`src/rtl/cc_bus_arbiter_pkg.sv`:
```
// cc_bus_arbiter_pkg: shared state/owner encodings and defaults for the bus arbiter.
package cc_bus_arbiter_pkg;
    typedef enum logic [1:0] {
        IDLE     = 2'b00,
        OWN_CTRL = 2'b01,
        OWN_REG  = 2'b10,
        TURN     = 2'b11
    } state_t;
    // Owner encoding doubles as the mux selector value.
    localparam logic CTRL = 1'b0;
    localparam logic REG  = 1'b1;
    localparam int DEFAULT_MAX_CODE = 11;
endpackage

```
`src/rtl/cc_bus_hold_counter.sv`:
```
// cc_bus_hold_counter: saturating hold counter with load-to-1 and increment enables.
module cc_bus_hold_counter #(
    parameter int WIDTH = 3,
    parameter int MAX   = 4
) (
    input  logic             clk,
    input  logic             rst_n,
    input  logic             load,
    input  logic             inc,
    output logic [WIDTH-1:0] cnt
);
    always_ff @(posedge clk or negedge rst_n)
        if (!rst_n) cnt <= '0;
        else if (load) cnt <= WIDTH'(1);
        else if (inc && cnt != WIDTH'(MAX)) cnt <= cnt + 1'b1;
endmodule

```
`src/rtl/cc_bus_arbiter.sv`:
```
// cc_bus_arbiter: round-robin owner of the shared mux bus with bounded hold and one-cycle turnaround.
module cc_bus_arbiter
    import cc_bus_arbiter_pkg::*;
#(
    parameter int DATAWIDTH_MUX_SELECTION_REG     = 5,
    parameter int DATAWIDTH_MUX_SELECTION_CONTROL = 6,
    parameter int MAX_HOLD                        = 4,
    parameter int HOLD_CNT_WIDTH                  = 3,
    parameter int MAX_CODE                        = DEFAULT_MAX_CODE
) (
    input  logic                                       CC_BUSARB_CLOCK_50,
    input  logic                                       CC_BUSARB_RESET_InLow,
    input  logic                                       CC_BUSARB_ctrlReq_In,
    input  logic [DATAWIDTH_MUX_SELECTION_CONTROL-1:0] CC_BUSARB_ctrlCode_InBUS,
    input  logic                                       CC_BUSARB_regReq_In,
    input  logic [DATAWIDTH_MUX_SELECTION_REG-1:0]     CC_BUSARB_regCode_InBUS,
    output logic                                       CC_BUSARB_ctrlGrant_Out,
    output logic                                       CC_BUSARB_regGrant_Out,
    output logic                                       CC_BUSARB_selector_OutBUS,
    output logic [DATAWIDTH_MUX_SELECTION_CONTROL-1:0] CC_BUSARB_control_OutBUS,
    output logic [DATAWIDTH_MUX_SELECTION_REG-1:0]     CC_BUSARB_registro_OutBUS,
    output logic                                       CC_BUSARB_busValid_Out,
    output logic                                       CC_BUSARB_codeError_Out
);
    state_t state, nxt;
    logic last_owner, nxt_last;
    logic [HOLD_CNT_WIDTH-1:0] hold_cnt;
    logic hold_full, enter, stay;
    logic n_cg, n_rg, n_sel, n_err;
    logic [DATAWIDTH_MUX_SELECTION_CONTROL-1:0] n_ctrl;
    logic [DATAWIDTH_MUX_SELECTION_REG-1:0] n_reg;

    assign hold_full = hold_cnt == HOLD_CNT_WIDTH'(MAX_HOLD);

    always_comb begin
        nxt = state;
        case (state)
            OWN_CTRL: nxt = !CC_BUSARB_ctrlReq_In ? (CC_BUSARB_regReq_In ? TURN : IDLE)
                          : (CC_BUSARB_regReq_In && hold_full) ? TURN : OWN_CTRL;
            OWN_REG:  nxt = !CC_BUSARB_regReq_In ? (CC_BUSARB_ctrlReq_In ? TURN : IDLE)
                          : (CC_BUSARB_ctrlReq_In && hold_full) ? TURN : OWN_REG;
            // Ties go to whoever did not own the bus last.
            default:  nxt = (CC_BUSARB_ctrlReq_In && CC_BUSARB_regReq_In) ? (last_owner == REG ? OWN_CTRL : OWN_REG)
                          : CC_BUSARB_ctrlReq_In ? OWN_CTRL
                          : CC_BUSARB_regReq_In ? OWN_REG : IDLE;
        endcase
        n_cg     = nxt == OWN_CTRL;
        n_rg     = nxt == OWN_REG;
        enter    = (n_cg || n_rg) && nxt != state;
        stay     = (n_cg || n_rg) && nxt == state;
        n_sel    = n_cg ? CTRL : n_rg ? REG : CC_BUSARB_selector_OutBUS;
        nxt_last = n_cg ? CTRL : n_rg ? REG : last_owner;
        n_ctrl   = n_cg ? CC_BUSARB_ctrlCode_InBUS : '0;
        n_reg    = n_rg ? CC_BUSARB_regCode_InBUS : '0;
        n_err    = n_cg ? int'(CC_BUSARB_ctrlCode_InBUS) > MAX_CODE
                 : n_rg ? int'(CC_BUSARB_regCode_InBUS) > MAX_CODE : 1'b0;
    end

    always_ff @(posedge CC_BUSARB_CLOCK_50 or negedge CC_BUSARB_RESET_InLow)
        if (!CC_BUSARB_RESET_InLow) begin
            state                     <= IDLE;
            last_owner                <= REG;
            CC_BUSARB_ctrlGrant_Out   <= 1'b0;
            CC_BUSARB_regGrant_Out    <= 1'b0;
            CC_BUSARB_selector_OutBUS <= CTRL;
            CC_BUSARB_control_OutBUS  <= '0;
            CC_BUSARB_registro_OutBUS <= '0;
            CC_BUSARB_busValid_Out    <= 1'b0;
            CC_BUSARB_codeError_Out   <= 1'b0;
        end else begin
            state                     <= nxt;
            last_owner                <= nxt_last;
            CC_BUSARB_ctrlGrant_Out   <= n_cg;
            CC_BUSARB_regGrant_Out    <= n_rg;
            CC_BUSARB_selector_OutBUS <= n_sel;
            CC_BUSARB_control_OutBUS  <= n_ctrl;
            CC_BUSARB_registro_OutBUS <= n_reg;
            CC_BUSARB_busValid_Out    <= n_cg || n_rg;
            CC_BUSARB_codeError_Out   <= n_err;
        end

    cc_bus_hold_counter #(
        .WIDTH(HOLD_CNT_WIDTH),
        .MAX  (MAX_HOLD)
    ) u_hold (
        .clk  (CC_BUSARB_CLOCK_50),
        .rst_n(CC_BUSARB_RESET_InLow),
        .load (enter),
        .inc  (stay),
        .cnt  (hold_cnt)
    );
endmodule

```
`config.mk`:
```
export PLATFORM = sky130hd
export DESIGN_NAME = cc_bus_arbiter
export DESIGN_NICKNAME = d
export VERILOG_FILES = /design/src/rtl/cc_bus_arbiter_pkg.sv /design/src/rtl/cc_bus_hold_counter.sv /design/src/rtl/cc_bus_arbiter.sv
export SDC_FILE = /design/constraint.sdc
export NUM_CORES = 1
export LEC_CHECK = 0
export ABC_AREA = 1
export CAP_MARGIN = 5
export CORE_ASPECT_RATIO = 1.1
export CORE_MARGIN = 2
export CORE_UTILIZATION = 45
export CTS_CLUSTER_DIAMETER = 60
export DETAILED_ROUTE_END_ITERATION = 6
export GPL_ROUTABILITY_DRIVEN = 0
export HOLD_SLACK_MARGIN = 0.03
export PLACE_DENSITY_LB_ADDON = 0.2
export SETUP_SLACK_MARGIN = 0.05
export SYNTH_ARGS = -nofsm -noshare
export SYNTH_HDL_FRONTEND = slang
export SYNTH_SLANG_ARGS = --single-unit
```
`constraint.sdc`:
```
create_clock -name CC_BUSARB_CLOCK_50 -period 2.75 [get_ports CC_BUSARB_CLOCK_50]
set_clock_uncertainty 0.05 [all_clocks]
set_input_delay 0.275 -clock CC_BUSARB_CLOCK_50 [delete_from_list [all_inputs] [get_ports CC_BUSARB_CLOCK_50]]
set_output_delay 0.275 -clock CC_BUSARB_CLOCK_50 [all_outputs]
set_load 0.02 [all_outputs]
```
==> reports/results.txt <==
DP Worst Slack - 0.3721 ns
Post-synthesis mux area share - 1.138%
Area leader, netlist - dfrtp_1
CP arrival - 2.40 ns
Clk pwr share - 8.0%
Status - completed
Sw frac - 45.37%
Nets - 162
Relative slew slack - 80.12%
Global-route wire length before repair - 3.105 mm
First-pass detailed-route iteration total - 3
Synth area leaders - dfrtp_1 53%, nand2_1 12%, inv_1 8.7%, ha_1 7.6%, nand2_2 3.2%
Clk slew on worst S/H paths - 0.11 ns
DP Wirelength - 1.377 mm
Post-synth top flop - dfrtp_1
Ys async rst share - 100.0%
Antenna Nets Post-Route - 0
Startpoint types - register
# diodes - 0
Synth Register Bits - 22
Synth top area share - 53.10%
CP delay by family, top - adder cells
Post-synthesis sequential area ratio - 55.75%
Final Cycle Share - 82.05%
Peak supply drop - 0.0006852 V
Total congestion overflow - 0
Cts bufs inserted - 3
Setup CP Type - reg -> reg
Synth Area in Adders - 7.585%
Max FO, Critical Path - 7
Detailed-route via count - 750
Clock Sinks - 22
Simple-Gate Fraction of Synth Area - 20.48%
Buf/Inv on CP - 5
Mapped Cells - 105
Synth cell types - 17
Setup bufs post-CTS - 0
Avg WL per Cell - 10.48 µm
Critical-path top delay cell - dfrtp_1
Pins Over Slew Limit - 0
Share of layout cells above drive strength 1 - 10.71%
Syn Area/Cell - 9.426 µm²
Overall power - 1.803 mW
DRC - 0
Net Switching - 0.8182 mW
Die area - 0.002591 mm²
Power share of the combinational group - 63.3%
Most used cell, CP - inv_1
Setup tns final - 0 ns
Number of global-route vias before repair - 739
Number of flops mapped to enable cells by yosys - 0
Final core occ - 66.54%
Final instance area - 0.001359 mm²
Area growth syn-to-layout - 37.29%
Chip height - 53.19 µm
Max stage delay on crit path - 0.38 ns
Row cnt - 17
Synth warnings - 0
CTS Root Buffer Type - clkbuf_4
Pwr dens - 1327 mW/mm²
Max Fclk - 0.4432 GHz
Final worst slack - 0.4938 ns
Skew-Pair Late Insertion Delay - 0.30 ns
Lkg Pwr - 0.7512 nW
Compound-Gate Fraction of Synth Area - 4.172%
P_int - 0.9851 mW
Gr usage total - 15.83%
Port Buffers - 30
Crit-path cells - inv_1 > ha_1 > inv_1 > nand3_2 > nand2_2 > inv_1 > ha_1 > inv_1 > nand2_1 > mux2_2 > inv_1 > a21oi_1
Initial Util - 48.47%
Cell Area, Placed - 0.001333 mm²
Post-Synth XOR/XNOR Area - 1.770%
Cell area after synthesis - 989.7 µm²
Max clock buf depth - 2
Die width - 48.72 µm
TritonCTS clock tree - yes
Largest family of logic cells by synthesized area - simple AND/OR/NAND/NOR gates
Core region area - 0.002042 mm²
I/O pin cnt - 31
Vias per cell - 4.464
MaxCap Viol Count - 0
# setup viols final - 0
Post-Route WL - 1.760 mm
H-tree depth - 1
Top-count cell post-synth - nand2_1
Post-synthesis net count - 126
Seq pwr share - 28.7%
Hold Fails Final Rpt - 0
RSZ-0062 raised after global routing - no
Fillers - 183
Worst Hold Class - in -> async
Worst path required time - 2.90 ns
Initial antenna violation count - 0
Min Tclk post-route - 2.256 ns
Setup crit end kind - register
Largest net degree at the start of global routing - 23
CTS resizes - 0
Post-cts hold buffer count - 0
Worst slew pin tran - 0.2983 ns
Commonest cells post-synth - 32 x nand2_1, 23 x inv_1, 21 x dfrtp_1, 6 x ha_1, 5 x nand2_2
Initial DRC count - 12
registers in the layout (all words and copies together) (netlist names):
signal,flops
CC_BUSARB_ctrlGrant_Out,1
CC_BUSARB_busValid_Out,1
CC_BUSARB_selector_OutBUS,1
CC_BUSARB_control_OutBUS,6
CC_BUSARB_regGrant_Out,1
state,2
last_owner,1
CC_BUSARB_registro_OutBUS,5
u_hold.cnt,3
CC_BUSARB_codeError_Out,1
power by group through the flow:
| stage | combinational, mW | clock, mW | sequential (mW) |
|---|---|---|---|
| 2_1_floorplan | 0.740 | 0 | 0.607 |
| 3_5_place_dp | 1.15 | 0 | 0.524 |
| 4_1_cts | 1.16 | 0.152 | 0.518 |
| 3_3_place_gp | 1.12 | 0 | 0.522 |
| 6_report | 1.14 | 0.145 | 0.517 |
| 5_1_grt | 1.31 | 0.160 | 0.528 |
metrics by stage:
stage	cells	hold WS (ns)
3_3_place_gp	164	0.4152
5_1_grt	168	0.3052
3_5_place_dp	164	0.4024
4_1_cts	168	0.2591
2_1_floorplan	105	-0.07059
6_report	168	0.2534
final timing paths:
path,from,endpoint,slack [ns],cells after the start
max reg2reg,state[0],u_hold.cnt[1],0.49,12
max,state[0],u_hold.cnt[1],0.49,12
min in group CC_BUSARB_CLOCK_50,last_owner,last_owner,0.42,2
max in group asynchronous,CC_BUSARB_RESET_InLow,last_owner,2.12,2
min reg2reg,last_owner,last_owner,0.42,2
min,CC_BUSARB_RESET_InLow,CC_BUSARB_control_OutBUS[5],0.25,2
worst register-to-register path: stages, from the launching register on:
cell and delay [ns]:
dfrtp_1 0.38, inv_1 0.07, ha_1 0.34, inv_1 0.12
nand3_2 0.09, nand2_2 0.08, inv_1 0.05, ha_1 0.30
inv_1 0.12, nand2_1 0.13, mux2_2 0.34, inv_1 0.05
a21oi_1 0.03
cell usage in the layout (no fill, tap or decap), drive strengths merged:
master         count
clkbuf             4
dfstp              1
ha                 6
dfrtp             21
xor2               2
o21ai              2
a32oi              1
nand3              5
inv               23
buf                1
mux2               1
a21oi              2
clkdlybuf4s50     30
nor3               1
nand2             38
clkinv             1
o211ai             1
logic make-up (layout without fill, tap and decap cells):
kind of cell / after synthesis / in the layout
simple gates: 44 / 44
buf+inv: 24 / 59
flops: 22 / 22
fa+ha+maj: 6 / 6
compound gates: 6 / 6
xor+xnor: 2 / 2
mux: 1 / 1
area by class of cell:
cell class                      count  area [µm²]  share of cell area [%]
Clock buffer                        4       26.28                   1.934
Inverter                           24       90.09                   6.630
Multi-Input combinational cell     59       347.8                   25.60
Sequential cell                    22       551.8                   40.61
Tap cell                           28       35.03                   2.578
Timing Repair Buffer               31       307.8                   22.65
layer usage:
layer / track usage (%) / vias up / routed length [µm]
li1: - / 383 / -
met1: 17.34 / 351 / 728
met2: 28.31 / 14 / 905
met3: 4.237 / 2 / 111
met4: 8.571 / 0 / 14
met5: 0 / - / 0
Note: power is estimated with default switching activity, not from simulation.
